**config.mk**
```make
export PLATFORM = sky130hd
export DESIGN_NAME = skew_feeder_flat
export DESIGN_NICKNAME = d
export VERILOG_FILES = /design/src/rtl/skew_feeder_pkg.sv /design/src/rtl/skew_feeder_if.sv /design/src/rtl/skew_feeder_matrix_regfile.sv /design/src/rtl/skew_feeder.sv /design/src/flat_wrapper.sv
export SDC_FILE = /design/constraint.sdc
export NUM_CORES = 1
export LEC_CHECK = 0
export ABC_AREA = 1
export BUFFER_PORTS_ARGS = -buffer_cell sky130_fd_sc_hd__buf_4
export CORE_MARGIN = 2
export CORE_UTILIZATION = 55
export DETAILED_ROUTE_END_ITERATION = 8
export GPL_TIMING_DRIVEN = 0
export PLACE_DENSITY_LB_ADDON = 0.2
export SLEW_MARGIN = 10
export SYNTH_ARGS = -nofsm -noshare
export SYNTH_HDL_FRONTEND = slang
export SYNTH_HIERARCHICAL = 1
export SYNTH_SLANG_ARGS = --single-unit
```
**constraint.sdc**
```tcl
create_clock -name clk_i -period 5.2 [get_ports clk_i]
set_input_delay 0 -clock clk_i [delete_from_list [all_inputs] [get_ports clk_i]]
set_output_delay 0 -clock clk_i [all_outputs]
set_load 0.02 [all_outputs]
```
**src/rtl/skew_feeder_pkg.sv**
```systemverilog
// Shared types and sizing helpers for the skew feeder.
package skew_feeder_pkg;

  typedef enum logic [1:0] {LOAD_A, LOAD_B, FEED, DONE} skew_state_e;

  // Number of skew steps needed to stream every operand through the array edge.
  function automatic int skew_steps(input int h, input int w, input int k);
    return k + ((h > w) ? h : w) - 1;
  endfunction

  function automatic int cnt_w(input int max_cnt);
    return (max_cnt < 1) ? 1 : $clog2(max_cnt + 1);
  endfunction

endpackage

```
**src/rtl/skew_feeder_if.sv**
```systemverilog
// Byte-entry stream plus skewed row/column operand bus of the skew feeder.
interface skew_feeder_if #(
  parameter int width_p        = 8,
  parameter int array_width_p  = 2,
  parameter int array_height_p = 2
);
  logic                              valid_i;
  logic [width_p-1:0]                data_i;
  logic                              ready_o;
  logic                              ready_i;
  logic [array_height_p-1:0]         row_valid_o;
  logic [array_height_p*width_p-1:0] row_data_o;
  logic [array_width_p-1:0]          col_valid_o;
  logic [array_width_p*width_p-1:0]  col_data_o;
  logic                              done_o;

  modport master (
    output valid_i, data_i, ready_i,
    input  ready_o, row_valid_o, row_data_o, col_valid_o, col_data_o, done_o
  );

  modport slave (
    input  valid_i, data_i, ready_i,
    output ready_o, row_valid_o, row_data_o, col_valid_o, col_data_o, done_o
  );
endinterface

```
**src/rtl/skew_feeder_matrix_regfile.sv**
```systemverilog
// Operand matrix store: row-major write port, one combinational read port per lane.
module matrix_regfile #(
  parameter int rows_p   = 2,
  parameter int cols_p   = 2,
  parameter int width_p  = 8,
  parameter int lanes_p  = 2,
  parameter int addr_w_p = 2
) (
  input  logic                              clk_i,
  input  logic                              reset_n_i,
  input  logic                              we_i,
  input  logic [addr_w_p-1:0]               waddr_i,
  input  logic [width_p-1:0]                wdata_i,
  input  logic [lanes_p-1:0][addr_w_p-1:0]  raddr_i,
  output logic [lanes_p-1:0][width_p-1:0]   rdata_o
);

  localparam int depth_lp = rows_p * cols_p;

  logic [depth_lp-1:0][width_p-1:0] mem_q, mem_d;

  always_comb begin
    mem_d = mem_q;
    if (we_i) mem_d[waddr_i] = wdata_i;
  end

  always_ff @(posedge clk_i or negedge reset_n_i) begin
    if (!reset_n_i) mem_q <= '0;
    else            mem_q <= mem_d;
  end

  always_comb begin
    for (int l = 0; l < lanes_p; l++) rdata_o[l] = mem_q[raddr_i[l]];
  end

endmodule

```
**src/rtl/skew_feeder.sv**
```systemverilog
// Loads A then B from a byte stream and replays them as diagonally skewed row/column streams.
// Optional SKEW_FEEDER_REPLAY_EN adds replay_i to re-feed the stored matrices without reloading.
module skew_feeder
  import skew_feeder_pkg::*;
#(
  parameter int width_p        = 8,
  parameter int array_width_p  = 2,
  parameter int array_height_p = 2,
  parameter int k_p            = 2
) (
  input  logic        clk_i,
  input  logic        reset_n_i,
  input  logic        flush_i,
  skew_feeder_if.slave fd
`ifdef SKEW_FEEDER_REPLAY_EN
  , input logic       replay_i
`endif
);

  localparam int H      = array_height_p;
  localparam int W      = array_width_p;
  localparam int K      = k_p;
  localparam int T      = skew_steps(H, W, K);
  localparam int A_N    = H * K;
  localparam int B_N    = K * W;
  localparam int IDX_W  = cnt_w(((A_N > B_N) ? A_N : B_N) - 1);
  localparam int STEP_W = cnt_w(T - 1);
  localparam int A_AW   = cnt_w(A_N - 1);
  localparam int B_AW   = cnt_w(B_N - 1);

  skew_state_e       state_q, state_d;
  logic [IDX_W-1:0]  idx_q, idx_d;
  logic [STEP_W-1:0] t_q, t_d;
  logic              done_q, done_d;

  logic replay_go, ready, take;

`ifdef SKEW_FEEDER_REPLAY_EN
  assign replay_go = (state_q == LOAD_A) && (idx_q == '0) && replay_i && !flush_i;
`else
  assign replay_go = 1'b0;
`endif

  assign ready = ((state_q == LOAD_A) || (state_q == LOAD_B)) && !replay_go;
  // A flushed cycle never commits its byte, even though ready_o is high.
  assign take  = fd.valid_i && ready && !flush_i;

  always_comb begin
    state_d = state_q;
    idx_d   = idx_q;
    t_d     = t_q;
    done_d  = 1'b0;
    if (flush_i) begin
      state_d = LOAD_A;
      idx_d   = '0;
      t_d     = '0;
    end else begin
      case (state_q)
        LOAD_A: begin
          if (replay_go) begin
            state_d = FEED;
            t_d     = '0;
          end else if (take) begin
            if (idx_q == IDX_W'(A_N - 1)) begin
              state_d = LOAD_B;
              idx_d   = '0;
            end else begin
              idx_d = idx_q + 1'b1;
            end
          end
        end
        LOAD_B: begin
          if (take) begin
            if (idx_q == IDX_W'(B_N - 1)) begin
              state_d = FEED;
              idx_d   = '0;
              t_d     = '0;
            end else begin
              idx_d = idx_q + 1'b1;
            end
          end
        end
        FEED: begin
          if (fd.ready_i) begin
            if (t_q == STEP_W'(T - 1)) begin
              state_d = DONE;
              t_d     = '0;
              done_d  = 1'b1;
            end else begin
              t_d = t_q + 1'b1;
            end
          end
        end
        DONE: begin
          state_d = LOAD_A;
          idx_d   = '0;
          t_d     = '0;
        end
        default: state_d = LOAD_A;
      endcase
    end
  end

  always_ff @(posedge clk_i or negedge reset_n_i) begin
    if (!reset_n_i) begin
      state_q <= LOAD_A;
      idx_q   <= '0;
      t_q     <= '0;
      done_q  <= 1'b0;
    end else begin
      state_q <= state_d;
      idx_q   <= idx_d;
      t_q     <= t_d;
      done_q  <= done_d;
    end
  end

  logic [H-1:0][A_AW-1:0]    a_raddr;
  logic [H-1:0][width_p-1:0] a_rdata;
  logic [W-1:0][B_AW-1:0]    b_raddr;
  logic [W-1:0][width_p-1:0] b_rdata;
  logic [H-1:0]              row_vld;
  logic [W-1:0]              col_vld;
  logic [H*width_p-1:0]      row_dat;
  logic [W*width_p-1:0]      col_dat;

  matrix_regfile #(.rows_p(H), .cols_p(K), .width_p(width_p), .lanes_p(H), .addr_w_p(A_AW)) u_a (
    .clk_i(clk_i), .reset_n_i(reset_n_i),
    .we_i(take && (state_q == LOAD_A)), .waddr_i(A_AW'(idx_q)), .wdata_i(fd.data_i),
    .raddr_i(a_raddr), .rdata_o(a_rdata)
  );

  matrix_regfile #(.rows_p(K), .cols_p(W), .width_p(width_p), .lanes_p(W), .addr_w_p(B_AW)) u_b (
    .clk_i(clk_i), .reset_n_i(reset_n_i),
    .we_i(take && (state_q == LOAD_B)), .waddr_i(B_AW'(idx_q)), .wdata_i(fd.data_i),
    .raddr_i(b_raddr), .rdata_o(b_rdata)
  );

  // Row r sees A[r][t-r], column c sees B[t-c][c], while that offset is inside 0..K-1.
  always_comb begin
    row_vld = '0;
    col_vld = '0;
    a_raddr = '0;
    b_raddr = '0;
    for (int r = 0; r < H; r++) begin
      if ((state_q == FEED) && (int'(t_q) >= r) && (int'(t_q) - r < K)) begin
        row_vld[r] = 1'b1;
        a_raddr[r] = A_AW'(r * K + int'(t_q) - r);
      end
    end
    for (int c = 0; c < W; c++) begin
      if ((state_q == FEED) && (int'(t_q) >= c) && (int'(t_q) - c < K)) begin
        col_vld[c] = 1'b1;
        b_raddr[c] = B_AW'((int'(t_q) - c) * W + c);
      end
    end
  end

  always_comb begin
    row_dat = '0;
    col_dat = '0;
    for (int r = 0; r < H; r++) if (row_vld[r]) row_dat[r*width_p +: width_p] = a_rdata[r];
    for (int c = 0; c < W; c++) if (col_vld[c]) col_dat[c*width_p +: width_p] = b_rdata[c];
  end

  assign fd.ready_o     = ready;
  assign fd.row_valid_o = row_vld;
  assign fd.row_data_o  = row_dat;
  assign fd.col_valid_o = col_vld;
  assign fd.col_data_o  = col_dat;
  assign fd.done_o      = done_q;

endmodule

```
**src/flat_wrapper.sv**
```systemverilog
// flat-port wrapper written by rule: the top's interface ports become plain ports
module skew_feeder_flat import skew_feeder_pkg::*;
#(
  parameter int width_p        = 8,
  parameter int array_width_p  = 2,
  parameter int array_height_p = 2,
  parameter int k_p            = 2
)
  (clk_i, reset_n_i, flush_i, fd_valid_i, fd_data_i, fd_ready_i, fd_ready_o, fd_row_valid_o, fd_row_data_o, fd_col_valid_o, fd_col_data_o, fd_done_o);
  skew_feeder_if #(.width_p(width_p), .array_width_p(array_width_p), .array_height_p(array_height_p)) fd_i ();
  input  logic clk_i;
  input  logic reset_n_i;
  input  logic flush_i;
  input wire logic [$bits(fd_i.valid_i)-1:0] fd_valid_i;
  input wire logic [$bits(fd_i.data_i)-1:0] fd_data_i;
  input wire logic [$bits(fd_i.ready_i)-1:0] fd_ready_i;
  output wire logic [$bits(fd_i.ready_o)-1:0] fd_ready_o;
  output wire logic [$bits(fd_i.row_valid_o)-1:0] fd_row_valid_o;
  output wire logic [$bits(fd_i.row_data_o)-1:0] fd_row_data_o;
  output wire logic [$bits(fd_i.col_valid_o)-1:0] fd_col_valid_o;
  output wire logic [$bits(fd_i.col_data_o)-1:0] fd_col_data_o;
  output wire logic [$bits(fd_i.done_o)-1:0] fd_done_o;
  assign fd_i.valid_i = fd_valid_i;
  assign fd_i.data_i = fd_data_i;
  assign fd_i.ready_i = fd_ready_i;
  assign fd_ready_o = fd_i.ready_o;
  assign fd_row_valid_o = fd_i.row_valid_o;
  assign fd_row_data_o = fd_i.row_data_o;
  assign fd_col_valid_o = fd_i.col_valid_o;
  assign fd_col_data_o = fd_i.col_data_o;
  assign fd_done_o = fd_i.done_o;
  skew_feeder #(.width_p(width_p), .array_width_p(array_width_p), .array_height_p(array_height_p), .k_p(k_p)) u_core (.clk_i(clk_i), .reset_n_i(reset_n_i), .flush_i(flush_i), .fd(fd_i));
endmodule
```
==> impl_metrics.json <==
{
  "status": "completed",
  "synth_area_mm2": 0.004995,
  "ios": 51,
  "grt-ovfl-total": 0,
  "worstSetupStartpoint": "u_core/state_q[0]$_DFFE_PN0P_",
  "hold_path_class": "in2reg",
  "synth_cells": 749,
  "synth_adder_area_share_pct": 2.255,
  "combPwrFrac_pct": 45.9,
  "fin_area_mm2": 0.005829,
  "avgSynthCellArea_um2": 6.669,
  "cp_max_fo": 10,
  "cts-buffers-inserted": 9,
  "track_usage_pct": 29.70,
  "crit_path_end_kind": "output pin",
  "rows": 34,
  "worstSetupPathType": "reg2out",
  "drv_cap": 0,
  "crit-reg2reg-launch": "u_core/state_q[1]$_DFFE_PN0P_",
  "share_seq_of_total_power_pct": 36.5,
  "postCtsSetupRepairBufs": 0,
  "path_cells": "inv_1 > ha_1 > inv_2 > nor3_4 > inv_2 > nor2_1 > buf_4 > inv_2 > buf_4 > nand2_1 > nand3_1 > nand2_1 > inv_1 > nor2_1 > buf_4",
  "fin_crit_ns": 2.835,
  "dr.pass1.iters": 6,
  "rsz0062_at_grt": "false",
  "cts_sinks": 71,
  "syn2layout_area_growth_pct": 16.71,
  "dieArea_mm2": 0.009860,
  "worst_slack_ns": 2.365,
  "dp_cells": 907,
  "synth-seq-cells": 71,
  "yosysUniqueCellTypes": 26,
  "p_leak_nw": 3.353,
  "use_met3_pct": 5.692,
  "avgViaCountPerCell": 5.275,
  "busiest_layer": "met2",
  "layout.nets": 844,
  "synth-warning-count": 6,
  "holdPathEnd": "u_core/idx_q[1]$_DFFE_PN0P_",
  "r2r_slack_ns": 3.42,
  "finalCritPeriodShare_pct": 54.51,
  "port_buffers": 49,
  "intPower_mw": 1.462,
  "cts_max_path_buffers": 2,
  "grtUsageMet2_pct": 45.69,
  "hold_start": "fd_valid_i",
  "cp-start-kind": "register",
  "maxSlewHeadroom_pct": 39.80,
  "muxShareOfSynthArea_pct": 0,
  "slew_viol_final": 0,
  "whs_ns": 0.1495,
  "worstMarginPinSlew_ns": 0.9030,
  "p_total_mw": 2.617,
  "clk_pin_slew_ns": 0.08,
  "ir_drop_mv": 0.2687,
  "core_mm2": 0.008763,
  "antenna_found_initial": 0,
  "vias": 4932,
  "drcViolationCount": 0,
  "clkPwrFrac_pct": 17.6,
  "wire_per_inst_um": 14.80,
  "grt_pass1_vias": 4779,
  "cp_slowest_cell": "dfrtp_1",
  "place_area_mm2": 0.005502,
  "final_cells": 935,
  "grt_max_degree": 72,
  "synth_top_family_by_area": "simple AND/OR/NAND/NOR gates",
  "clk_latency_ns": 0.36,
  "utilization_pct": 66.52,
  "drtIter0Drc": 342,
  "grtUsageMet1_pct": 41.49,
  "setup-tns-final_ns": 0,
  "r2r_end": "u_core/u_b/mem_q[30]$_DFFE_PN0P_",
  "whs_path_depth": 5,
  "initial_utilization_pct": 57.00,
  "fin_skew_ns": 0.009404,
  "fmax_ghz": 0.3528,
  "dieHeight_um": 99.30,
  "n_antenna_cell": 0,
  "synth-xor-area-share_pct": 0,
  "grt_pass1_wl_um": 23130,
  "dp_hpwl_um": 10030,
  "power.share.switching_pct": 44.13,
  "place.gp.congestion": 0.9164,
  "p_per_area_mw_per_mm2": 449.0,
  "cts_resized": 0,
  "yosys.area_share.simple_pct": 42.71,
  "setup_viol": 0,
  "place_ws_ns": 2.751,
  "synth_compound_area_share_pct": 3.758,
  "cts_tree": "yes",
  "die_w_um": 99.30,
  "seq_area_frac_synth_pct": 35.57,
  "clock-root-buffer": "clkbuf_8",
  "worstPathArrival_ns": 2.83,
  "netSwitchingPower_mw": 1.155,
  "worst-r2r-cell-count": 9,
  "crit_required_ns": 5.20,
  "cp_slowest_stage_delay_ns": 0.41,
  "htree_levels": 3,
  "hold_violations": 0,
  "drive_gt1_share_pct": 17.41,
  "drtAntennaViolNets": 0,
  "routed_wl_um": 13840
}
==> cell families (layout without fill, tap and decap cells) <==
kind of cell	count (synthesis)	count (layout)
AND/OR/NAND/NOR	473	473
buffers and inverters	171	248
flip-flops	71	71
AO/OA/AOI/OAI	24	24
adder cells (fa/ha/maj)	9	9
other	1	2
==> power by group through the flow <==
stage | clock network, mW | logic (mW) | registers (mW)
after floorplan | 0 | 0.902 | 0.908
after global placement | 0 | 1.14 | 0.944
after detailed placement | 0 | 1.17 | 0.955
after CTS | 0.470 | 1.18 | 0.951
after global routing | 0.489 | 1.37 | 0.983
final | 0.461 | 1.20 | 0.956
==> worst max-delay path by stage <==
| stage | to | slack, ns | cells past startpoint |
|---|---|---|---|
| floorplan | fd_row_data_o[12] | 3.02 | 14 |
| global placement | fd_row_data_o[15] | 2.81 | 15 |
| detailed placement | fd_row_data_o[15] | 2.75 | 15 |
| CTS | fd_row_data_o[15] | 2.35 | 15 |
| global route | fd_row_data_o[15] | 2.16 | 15 |
| finish | fd_row_data_o[15] | 2.37 | 15 |
==> worst max-delay path: cells and delay by family, from the launching register on <==
family / cells / cell delay (ns)
buf+inv: 8 / 1.01
flops: 1 / 0.41
fa+ha+maj: 1 / 0.29
simple gates: 6 / 0.76
==> layout by cell type (no fill, tap or decap), drive strengths merged, types with 3 or more instances in the layout <==
cell / count
buf: 82
clkbuf: 11
clkinv: 3
dfrtp: 71
dlygate4sd3: 12
ha: 9
inv: 138
nand2: 296
nand3: 92
nand4: 32
nor2: 48
o21ai: 20
==> final cells by class <==
cell class | instances | area, um^2
fillers | 789 | 2934
multi-input cells | 508 | 2441
flip-flops and latches | 71 | 1777
inverters | 138 | 518.0
repair buffers | 61 | 488.0
plain buffers | 33 | 262.8
clock buffers | 11 | 151.4
well taps | 108 | 135.1
clock inverters | 5 | 56.30
==> synthesized netlist by cell type (all sizes together) <==
cell	count	area share (%)
conb	1	0.075
o21bai	2	0.30
a21oi	1	0.10
nand4	32	4.0
inv	138	10
o21a	1	0.15
or2	2	0.25
nor2	48	4.4
nand3b	1	0.15
o21ai	20	3.2
nand3	92	11
nand2	296	23
buf	33	5.3
dfrtp	71	36
nor3	2	0.43
ha	9	2.3
==> what timing repair did <==
item / CTS / global route
endpoints found under the hold margin: 113 / 0
endpoints found under the setup margin: 0 / 0
hold buffers: 12 / 0
==> per-layer routing <==
| layer | wire, um | share of wire (%) |
|---|---|---|
| met1 | 6027 | 44 |
| met2 | 6292 | 45 |
| met3 | 1133 | 8.2 |
| met4 | 386 | 2.8 |
| met5 | 0 | 0 |
==> state kept, by name, indices dropped and copies added, names as in the netlist <==
signal            flops
u_core/t_q            2
u_core/idx_q          2
u_core/fd.done_o      1
u_core/u_b/mem_q     32
u_core/u_a/mem_q     32
u_core/state_q        2
No activity file was read; power rests on OpenSTA's default activity.
